[config.mk]
export PLATFORM = sky130hd
export DESIGN_NAME = msrv32_fetch_ctrl
export DESIGN_NICKNAME = d
export VERILOG_FILES = /design/src/rtl/msrv32_fetch_pkg.sv /design/src/rtl/msrv32_next_pc.sv /design/src/rtl/msrv32_fetch_ctrl.sv
export SDC_FILE = /design/constraint.sdc
export NUM_CORES = 1
export LEC_CHECK = 0
export BUFFER_PORTS_ARGS = -buffer_cell sky130_fd_sc_hd__clkbuf_2
export CORE_MARGIN = 4
export CORE_UTILIZATION = 55
export DETAILED_ROUTE_END_ITERATION = 16
export GPL_TIMING_DRIVEN = 0
export PLACE_DENSITY = 0.84
export SYNTH_ARGS = -nofsm -noshare
export SYNTH_HDL_FRONTEND = slang
export SYNTH_SLANG_ARGS = --single-unit
[constraint.sdc]
create_clock -name ms_riscv32_mp_clk_in -period 3.6 [get_ports ms_riscv32_mp_clk_in]
set_clock_uncertainty 0.05 [all_clocks]
set_input_delay 0.36 -clock ms_riscv32_mp_clk_in [delete_from_list [all_inputs] [get_ports ms_riscv32_mp_clk_in]]
set_output_delay 0.36 -clock ms_riscv32_mp_clk_in [all_outputs]
set_load 0.05 [all_outputs]
[src/rtl/msrv32_fetch_pkg.sv]
// msrv32 fetch: shared constants.
// State encodings, NOP word and PC step.
package msrv32_fetch_pkg;

  localparam logic [2:0] S_IDLE = 3'd0;
  localparam logic [2:0] S_REQ  = 3'd1;
  localparam logic [2:0] S_WAIT = 3'd2;
  localparam logic [2:0] S_HOLD = 3'd3;
  localparam logic [2:0] S_DROP = 3'd4;
  localparam logic [2:0] S_HALT = 3'd5;

  localparam logic [31:0] NOP    = 32'h0000_0013;
  localparam logic [31:0] PC_INC = 32'd4;

endpackage

[src/rtl/msrv32_next_pc.sv]
// msrv32 fetch: next-PC select.
// Trap > aligned branch > PC+4 > hold.
module msrv32_next_pc
  import msrv32_fetch_pkg::*;
(
  input  logic        i_trap,
  input  logic [31:0] i_trap_addr,
  input  logic        i_branch,
  input  logic [31:0] i_target,
  input  logic [31:0] i_pc,
  input  logic        i_adv,
  output logic        o_redir,
  output logic        o_mis,
  output logic [31:0] o_tgt,
  output logic [31:0] o_next_pc
);

  logic w_bad;

  assign w_bad   = |i_target[1:0];
  assign o_mis   = i_branch & ~i_trap & w_bad;
  assign o_redir = i_trap | (i_branch & ~w_bad);
  assign o_tgt   = i_trap ? (i_trap_addr & ~32'h3)
                          : i_target;

  // pick redirect target, sequential step or hold
  always_comb begin
    o_next_pc = i_pc;
    unique case (1'b1)
      o_redir:          o_next_pc = o_tgt;
      (~o_redir & i_adv): o_next_pc = i_pc + PC_INC;
      default:          o_next_pc = i_pc;
    endcase
  end

endmodule

[src/rtl/msrv32_fetch_ctrl.sv]
// msrv32 fetch: PC owner and imem sequencer.
// One outstanding fetch, redirect, drop, halt.
module msrv32_fetch_ctrl
  import msrv32_fetch_pkg::*;
#(
  parameter logic [31:0] BOOT_ADDR = 32'h0000_0000
) (
  input  logic        ms_riscv32_mp_clk_in,
  input  logic        ms_riscv32_mp_rst_n_in,
  input  logic        branch_taken_in,
  input  logic [31:0] target_addr_in,
  input  logic        trap_taken_in,
  input  logic [31:0] trap_addr_in,
  input  logic        stall_in,
  output logic        imem_req_out,
  output logic [31:0] imem_addr_out,
  input  logic        imem_gnt_in,
  input  logic        imem_rvalid_in,
  input  logic [31:0] imem_rdata_in,
  output logic        instr_valid_out,
  output logic [31:0] instr_out,
  output logic [31:0] pc_out,
  output logic        misaligned_exc_out,
  output logic [31:0] misaligned_addr_out
);

  logic [2:0]  r_state;
  logic [31:0] r_pc;
  logic [31:0] r_tgt;
  logic        r_to_halt;
  logic        r_pend;
  logic [31:0] r_instr;
  logic [31:0] r_pc_out;
  logic        r_mis_exc;
  logic [31:0] r_mis_addr;

  logic        w_redir;
  logic        w_mis;
  logic        w_any;
  logic        w_adv;
  logic        w_eff_halt;
  logic [31:0] w_tgt;
  logic [31:0] w_next_pc;
  logic [31:0] w_eff_tgt;

  assign w_any      = w_redir | w_mis;
  assign w_adv      = (r_state == S_HOLD) & ~stall_in;
  assign w_eff_halt = w_any ? w_mis : r_to_halt;
  assign w_eff_tgt  = w_any ? w_tgt : r_tgt;

  msrv32_next_pc u_next_pc (
    .i_trap      (trap_taken_in),
    .i_trap_addr (trap_addr_in),
    .i_branch    (branch_taken_in),
    .i_target    (target_addr_in),
    .i_pc        (r_pc),
    .i_adv       (w_adv),
    .o_redir     (w_redir),
    .o_mis       (w_mis),
    .o_tgt       (w_tgt),
    .o_next_pc   (w_next_pc)
  );

  assign imem_req_out        = (r_state == S_REQ);
  assign imem_addr_out       = r_pc;
  assign instr_valid_out     = (r_state == S_HOLD);
  assign instr_out           = r_instr;
  assign pc_out              = r_pc_out;
  assign misaligned_exc_out  = r_mis_exc;
  assign misaligned_addr_out = r_mis_addr;

  // fetch FSM, PC, captured instruction, exception flag
  always_ff @(posedge ms_riscv32_mp_clk_in or negedge ms_riscv32_mp_rst_n_in) begin
    if (!ms_riscv32_mp_rst_n_in) begin
      r_state    <= S_IDLE;
      r_pc       <= BOOT_ADDR;
      r_tgt      <= BOOT_ADDR;
      r_to_halt  <= 1'b0;
      r_pend     <= 1'b0;
      r_instr    <= NOP;
      r_pc_out   <= BOOT_ADDR;
      r_mis_exc  <= 1'b0;
      r_mis_addr <= 32'h0;
    end else begin
      r_mis_exc <= w_mis;
      if (w_mis) r_mis_addr <= target_addr_in;
      case (r_state)
        S_IDLE: begin
          if (w_redir) r_pc <= w_tgt;
          r_state <= w_mis ? S_HALT : S_REQ;
        end
        S_REQ: begin
          if (w_any) begin
            r_tgt     <= w_tgt;
            r_to_halt <= w_mis;
          end
          if (imem_gnt_in) begin
            r_pend  <= 1'b0;
            r_state <= (r_pend | w_any) ? S_DROP : S_WAIT;
          end else if (w_any) begin
            r_pend <= 1'b1;
          end
        end
        S_WAIT: begin
          if (w_any) begin
            if (imem_rvalid_in) begin
              if (w_redir) r_pc <= w_tgt;
              r_state <= w_mis ? S_HALT : S_REQ;
            end else begin
              r_tgt     <= w_tgt;
              r_to_halt <= w_mis;
              r_state   <= S_DROP;
            end
          end else if (imem_rvalid_in) begin
            r_instr  <= imem_rdata_in;
            r_pc_out <= r_pc;
            r_state  <= S_HOLD;
          end
        end
        S_HOLD: begin
          if (w_mis) begin
            r_state <= S_HALT;
          end else if (w_redir | ~stall_in) begin
            r_pc    <= w_next_pc;
            r_state <= S_REQ;
          end
        end
        S_DROP: begin
          if (w_any) begin
            r_tgt     <= w_tgt;
            r_to_halt <= w_mis;
          end
          if (imem_rvalid_in) begin
            if (w_eff_halt) begin
              r_state <= S_HALT;
            end else begin
              r_pc    <= w_eff_tgt;
              r_state <= S_REQ;
            end
          end
        end
        S_HALT: begin
          if (trap_taken_in) begin
            r_pc    <= w_tgt;
            r_state <= S_REQ;
          end
        end
        default: r_state <= S_IDLE;
      endcase
    end
  end

endmodule

**Word-level counts from Yosys, hierarchy flattened**

Cells that the tools add are included.

- $mul: 0
- Divide/modulo/power cells: 0
- $lt $le $gt $ge: 0
- Reductions and logical operators: 11
- Bitwise gates (word level): 14
- Mux-type cells: 33
- Eq/ne operators: 17
- Add/sub/neg operators: 1
- Shifts and indexed selects: 0

Operator list:

| operator | number |
|---|---|
| 2-to-1 mux 32 bit | 12 |
| one-hot mux 32 bit (5 select lines) | 1 |
| one-hot mux 32 bit (2 select lines) | 2 |
| 2-to-1 mux 3 bit | 11 |
| adder 32 x 3 -> 32 bit (second input constant) | 1 |
| one-hot mux 3 bit (6 select lines) | 1 |
| inequality test 2 bit (second input constant) | 7 |
| AND reduction 9 bit | 1 |
| equality test 3 x 2 -> 1 bit (second input constant) | 2 |
| equality test 3 bit (second input constant) | 2 |
| inequality test 3 x 1 -> 1 bit (second input constant) | 2 |
| AND reduction 3 bit | 2 |
| AND 1 bit | 5 |
| 2-to-1 mux 1 bit | 5 |
| NOT 1 bit | 5 |
| AND reduction 5 bit | 1 |
| nonzero test 5 bit | 1 |
| inequality test 2 x 1 -> 1 bit (second input constant) | 2 |
| bitwise OR 1 bit | 4 |
| nonzero test 2 bit | 2 |
| OR reduction 2 bit | 2 |
| equality test 3 x 1 -> 1 bit (second input constant) | 1 |
| logical NOT 3 bit | 1 |
| inequality test 3 bit (second input constant) | 1 |
| other kinds (2) | 2 |

- Latch bits: 0
- Register bits: 166
- Memories kept: 0
- Output and inout bits: 131
- Logic and storage cells: 85
- Input bits: 103
- Memory bits (read-only): 0
- Memory bits (writable): 0

**Longest topological paths before layout**

- Word-level depth: 10
- Mapped depth: 8

**Cells and area by module**

A second synthesis with hierarchy kept.

- Cells, all modules: 673
- Area, all modules: 8454.4 µm²

Modules (own cells, without submodules):

| module | times used | cells an instance | area each (µm²) |
|---|---|---|---|
| msrv32_fetch_ctrl | 1 | 472 | 7118.1 |
| msrv32_next_pc | 1 | 201 | 1336.3 |

**Least setup slack after synthesis**

OpenSTA, ideal clock, no wires.

- Path kind: register -> register
- Start: reg r_pc[4] (netlist: imem_addr_out[4])
- End: reg r_pc[29] (netlist: imem_addr_out[29])
- Cell stages (with the launch flop): 7
- Path slack: 1.356 ns
- Path buffers: 1
- Setup time: 0.082 ns
- Period minus slack after synthesis: 2.244 ns
- Data required time: 3.468 ns
- Arrival time: 2.111 ns
- Cells stage by stage: dfrtp_1 buf_2 nand4_1 nor4_4 nand4_1 o31a_1 o22ai_1

- Cells in the longest elaborated chain, start to end: 5

Ends and longest elaborated chain:

| what | line | text |
|---|---|---|
| start: declaration | msrv32_fetch_ctrl.sv:28 | `logic [31:0] r_pc;` |
| start signal: assignment | msrv32_fetch_ctrl.sv:89 | `if (w_redir) r_pc <= w_tgt;` |
| start signal: assignment | msrv32_fetch_ctrl.sv:107 | `if (w_redir) r_pc <= w_tgt;` |
| start signal: assignment | msrv32_fetch_ctrl.sv:124 | `r_pc <= w_next_pc;` |
| adder 32 x 3 -> 32 bit | msrv32_next_pc.sv:31 | `(~o_redir & i_adv): o_next_pc = i_pc + PC_INC;` |
| one-hot mux 32 bit (2 select lines) | msrv32_next_pc.sv:29 | `unique case (1'b1)` |
| 2-to-1 mux 32 bit | msrv32_fetch_ctrl.sv:123 | `end else if (w_redir \| ~stall_in) begin` |
| 2-to-1 mux 32 bit | msrv32_fetch_ctrl.sv:121 | `if (w_mis) begin` |
| one-hot mux 32 bit (5 select lines) | msrv32_fetch_ctrl.sv:87 | `case (r_state)` |

No other way between the ends. The select of a mux whose other input is x is not followed.
A chain may end at the register's enable or synchronous reset.

**Final worst setup path**

- Start: reg r_state[2]
- End: reg r_pc[27] (netlist: imem_addr_out[27])

- Cells in the longest elaborated chain, start to end: 7

Ends and longest elaborated chain:

| what | line | text |
|---|---|---|
| start: declaration | msrv32_fetch_ctrl.sv:27 | `logic [2:0] r_state;` |
| start signal: assignment | msrv32_fetch_ctrl.sv:90 | `r_state <= w_mis ? S_HALT : S_REQ;` |
| start signal: assignment | msrv32_fetch_ctrl.sv:99 | `r_state <= (r_pend \| w_any) ? S_DROP : S_WAIT;` |
| start signal: assignment | msrv32_fetch_ctrl.sv:108 | `r_state <= w_mis ? S_HALT : S_REQ;` |
| equality test 3 x 2 -> 1 bit | msrv32_fetch_ctrl.sv:47, msrv32_fetch_ctrl.sv:87 |  |
| AND 1 bit | msrv32_fetch_ctrl.sv:47 | `assign w_adv = (r_state == S_HOLD) & ~stall_in;` |
| AND 1 bit | msrv32_next_pc.sv:31 |  |
| one-hot mux 32 bit (2 select lines) | msrv32_next_pc.sv:29 |  |
| 2-to-1 mux 32 bit | msrv32_fetch_ctrl.sv:123 |  |
| 2-to-1 mux 32 bit | msrv32_fetch_ctrl.sv:121 |  |
| one-hot mux 32 bit (5 select lines) | msrv32_fetch_ctrl.sv:87 |  |
| end signal: assignment | msrv32_fetch_ctrl.sv:89 |  |
| end signal: assignment | msrv32_fetch_ctrl.sv:124 |  |
| end signal: assignment | msrv32_fetch_ctrl.sv:137 | `r_pc <= w_eff_tgt;` |

Parallel ways exist; a longest one is shown, timed or not. The select of a mux whose other input is x is not followed.

==> results.yml <==
clocking:
  worst_skew_pair.late_latency_ns: 0.43
  cts_buffer_depth: 2
  cts_inserted_buffers: 17
  cts_resized: 0
  clock_sinks: 166
  htree_num_levels: 4
  cts_tree: "yes"
  cts.root.buffer_cell: "sky130_fd_sc_hd__clkbuf_16"
  clk_pin_slew_ns: 0.06
final_layout:
  layout.cells.non_filler: 1216
  antennaDiodeCount: 0
  utilization_pct: 70.3
  post_route_cells_drive_above_1_share_pct: 40.8
  number_of_nets_in_the_finished_design: 1123
  synthesis_to_finish_area_growth_pct: 24.4
  filler_cell_count: 1097
  final_area_um2: 10300
setup_path:
  criticalPathCategory: "register to register"
  worst_setup_path_start_kind: "register"
  r2r-start: "r_state[2]$_DFFE_PN0P_"
  critical_path.max_fanout: 10
  ff2ff_setup_slack_ns: 1.08
  crit_path_end: "imem_addr_out[27]$_DFFE_PN0P_"
  critPathArrivalTime_ns: 2.76
  cp_slowest_stage_delay_ns: 0.52
  worst-endpoint-required_ns: 3.84
  critPathBufInv: 2
  cp_slowest_cell: "sky130_fd_sc_hd__nor3_2"
  worst_reg2reg_path_length_in_cells: 7
  crit_chain: "buf_6, nand4bb_4, nor3_2, clkbuf_1, o32ai_1, a41oi_1, o21ai_0"
  setup.worst_path.start: "r_state[2]$_DFFE_PN0P_"
  crit_family: "simple AND/OR/NAND/NOR gates"
  cp_num_cells: 7
  critical_path.reg2reg.endpoint: "imem_addr_out[27]$_DFFE_PN0P_"
  end_kind: "register"
grt:
  number_of_antenna_violations_at_the_first_check_in_global_routing: 0
  grt_pass1_wl_mm: 36.3
  grt_start_max_net_pins: 116
  grt_pass1_vias: 6854
  remaining_global_route_overflow: 0
  grtUsageTotal_pct: 27.4
synth:
  yosysSeqAreaShare_pct: 50.4
  yosys.area.top_type: "sky130_fd_sc_hd__dfrtp_1"
  yosysWarnings: 0
  mean_instance_size_in_the_synthesized_netlist_um2: 10.7
  top_post_synthesis_cells_by_area: "sky130_fd_sc_hd__dfrtp_1 (49%), sky130_fd_sc_hd__mux2_2 (14%), sky130_fd_sc_hd__o21ai_0 (3.5%)"
  syn-cell-area_um2: 8240
  number_of_synthesized_register_bits: 166
  postSynthCellCount: 767
  ys.flop_type: "sky130_fd_sc_hd__dfrtp_1"
  synth.top_cell.area_share_pct: 49.5
  synth_enable_flop_cells: 0
  yosys_cell_types: 68
  post-synth-top-count-cell: "sky130_fd_sc_hd__dfrtp_1"
  leading_post_synthesis_cells_by_instance_count: "sky130_fd_sc_hd__dfrtp_1 (163), sky130_fd_sc_hd__mux2_2 (104), sky130_fd_sc_hd__nor2_1 (77), sky130_fd_sc_hd__o21ai_0 (58), sky130_fd_sc_hd__a21oi_1 (52)"
  synth-async-reset-ratio_pct: 100
  syn-num-nets: 871
detailed_routing:
  post_dr_vias_cell: 6.03
  drt_iter0_markers: 782
  vias: 7333
  totalWireLength_mm: 23.5
  first_pass_iters: 5
  drt.antenna.violating_nets: 0
  post_drt_wl_per_cell_um: 19.3
  detail_route.drc_violations: 0
sta:
  worstMarginPinSlew_ns: 0.892
  grt_setup_unrepaired: "no"
  timing.slew.headroom_pct: 40.6
  timing.final.hold_violations: 0
  final_max_slew_viol_count: 0
  timing.final.crit_share_pct: 69.9
  final_period_minus_worst_setup_slack_ns: 2.52
  f_max_mhz: 397
  totalNegativeSetupSlack_ns: 0
  setup_viol_count_final: 0
die:
  placeable_core_region_um2: 14600
  initial_util_pct: 56.5
  core.rowCount: 44
  design.die.area_um2: 17000
  fp.dieH_um: 130
  die-width_um: 130
  ioPinCount: 234
placed_design:
  dp.cells: 1183
  hpwl_mm: 17.2
  place.gp.congestion: 0.928
  dpl_cell_area_um2: 9660
  port_buffers: 231
outcome:
  result_of_the_run: "finished, final reports clean"
power:
  leakage_nw: 5.02
  total_power_mw: 8.70
  max-vdd-ir-drop_v: 0.000415
  cellPowerDensity_nw_per_um2: 849
hold_path:
  hold_class: "primary input to register"
flow_run:
  drv.max_cap_violation_count: 0
[registers in the layout, summed over array words and instances (netlist names)]
register,cells
r_tgt,32
pc_out,32
r_to_halt,1
instr_out,32
imem_addr_out,32
misaligned_addr_out,32
misaligned_exc_out,1
r_pend,1
r_state,3
[metal layers]
metal / routed length [um] / vias to the layer above / track usage [%] / part of all wire [%]
li1: - / 3342 / - / -
met1: 9490 / 3478 / 37.4 / 40
met2: 11100 / 456 / 43.5 / 47
met3: 2360 / 57 / 6.59 / 10
met4: 579 / 0 / 9.38 / 2.5
met5: 0 / - / 0 / 0
[kinds of logic (layout without fill, tap and decap cells)]
family          count (synthesis)  count (layout)  synth area share, %
simple gates                  200             200                 12.3
fa+ha+maj                       1               1                0.152
buf+inv                        67             332                 3.83
xor+xnor                        4               4                0.425
flops                         166             166                 50.4
mux                           127             127                 17.0
compound gates                202             202                 15.8
[per-stage QoR]
step / setup slack, ns / hold slack (ns)
after detailed placement: 1.16 / 0.294
after global routing: 0.936 / 0.0826
after floorplan: 1.36 / 0.0144
final: 1.08 / 0.0828
after global placement: -0.848 / 0.412
after CTS: 1.17 / 0.0722
[report_power, final]
part	total, mW	internal (mW)	switching [mW]
logic	3.94	1.17	2.77
clock network	1.79	1.04	0.747
registers	2.97	2.44	0.531
[how the worst min path moves through the flow]
| stage | start | end | slack, ns | cells after the start |
|---|---|---|---|---|
| after detailed placement | ms_riscv32_mp_rst_n_in | misaligned_addr_out[16]$_DFFE_PN0P_ | 0.29 | 1 |
| final | imem_gnt_in | r_pend$_DFFE_PN0P_ | 0.08 | 2 |
| after floorplan | ms_riscv32_mp_rst_n_in | imem_addr_out[0]$_DFFE_PN0P_ | 0.01 | 0 |
| after global routing | imem_gnt_in | r_pend$_DFFE_PN0P_ | 0.08 | 2 |
| after CTS | imem_gnt_in | r_pend$_DFFE_PN0P_ | 0.07 | 2 |
| after global placement | pc_out[26]$_DFFE_PN0P_ | pc_out[26]$_DFFE_PN0P_ | 0.41 | 2 |
[layout by cell type (no fill, tap or decap), drive strengths merged, types with 6 or more instances in the layout]
master / Yosys / layout
nor3: 20 / 20
and3: 6 / 6
o31ai: 10 / 10
a21oi: 53 / 53
clkbuf: 17 / 270
o21ai: 60 / 60
nand3: 15 / 15
buf: 38 / 39
mux2i: 23 / 23
nand4: 11 / 11
a31oi: 13 / 13
o32ai: 6 / 6
a22oi: 7 / 7
nand2: 42 / 42
dfrtp: 163 / 163
inv: 12 / 13
mux2: 104 / 104
nor2: 78 / 78
[repair_timing]
item | CTS | global route
endpoints found under the hold margin | 51 | 0
buffers inserted | 0 | 0
hold buffers | 1 | 0
[cell type report]
type | instances | area (um^2) | area share (%)
flip-flops and latches | 166 | 4160 | 40.6
multi-input cells | 534 | 3770 | 36.8
clock buffers | 22 | 454 | 4.43
well taps | 184 | 230 | 2.25
inverters | 12 | 45.0 | 0.439
repair buffers | 233 | 1200 | 11.7
plain buffers | 55 | 270 | 2.64
clock inverters | 10 | 123 | 1.20
Note: power is estimated with default switching activity, not from simulation.
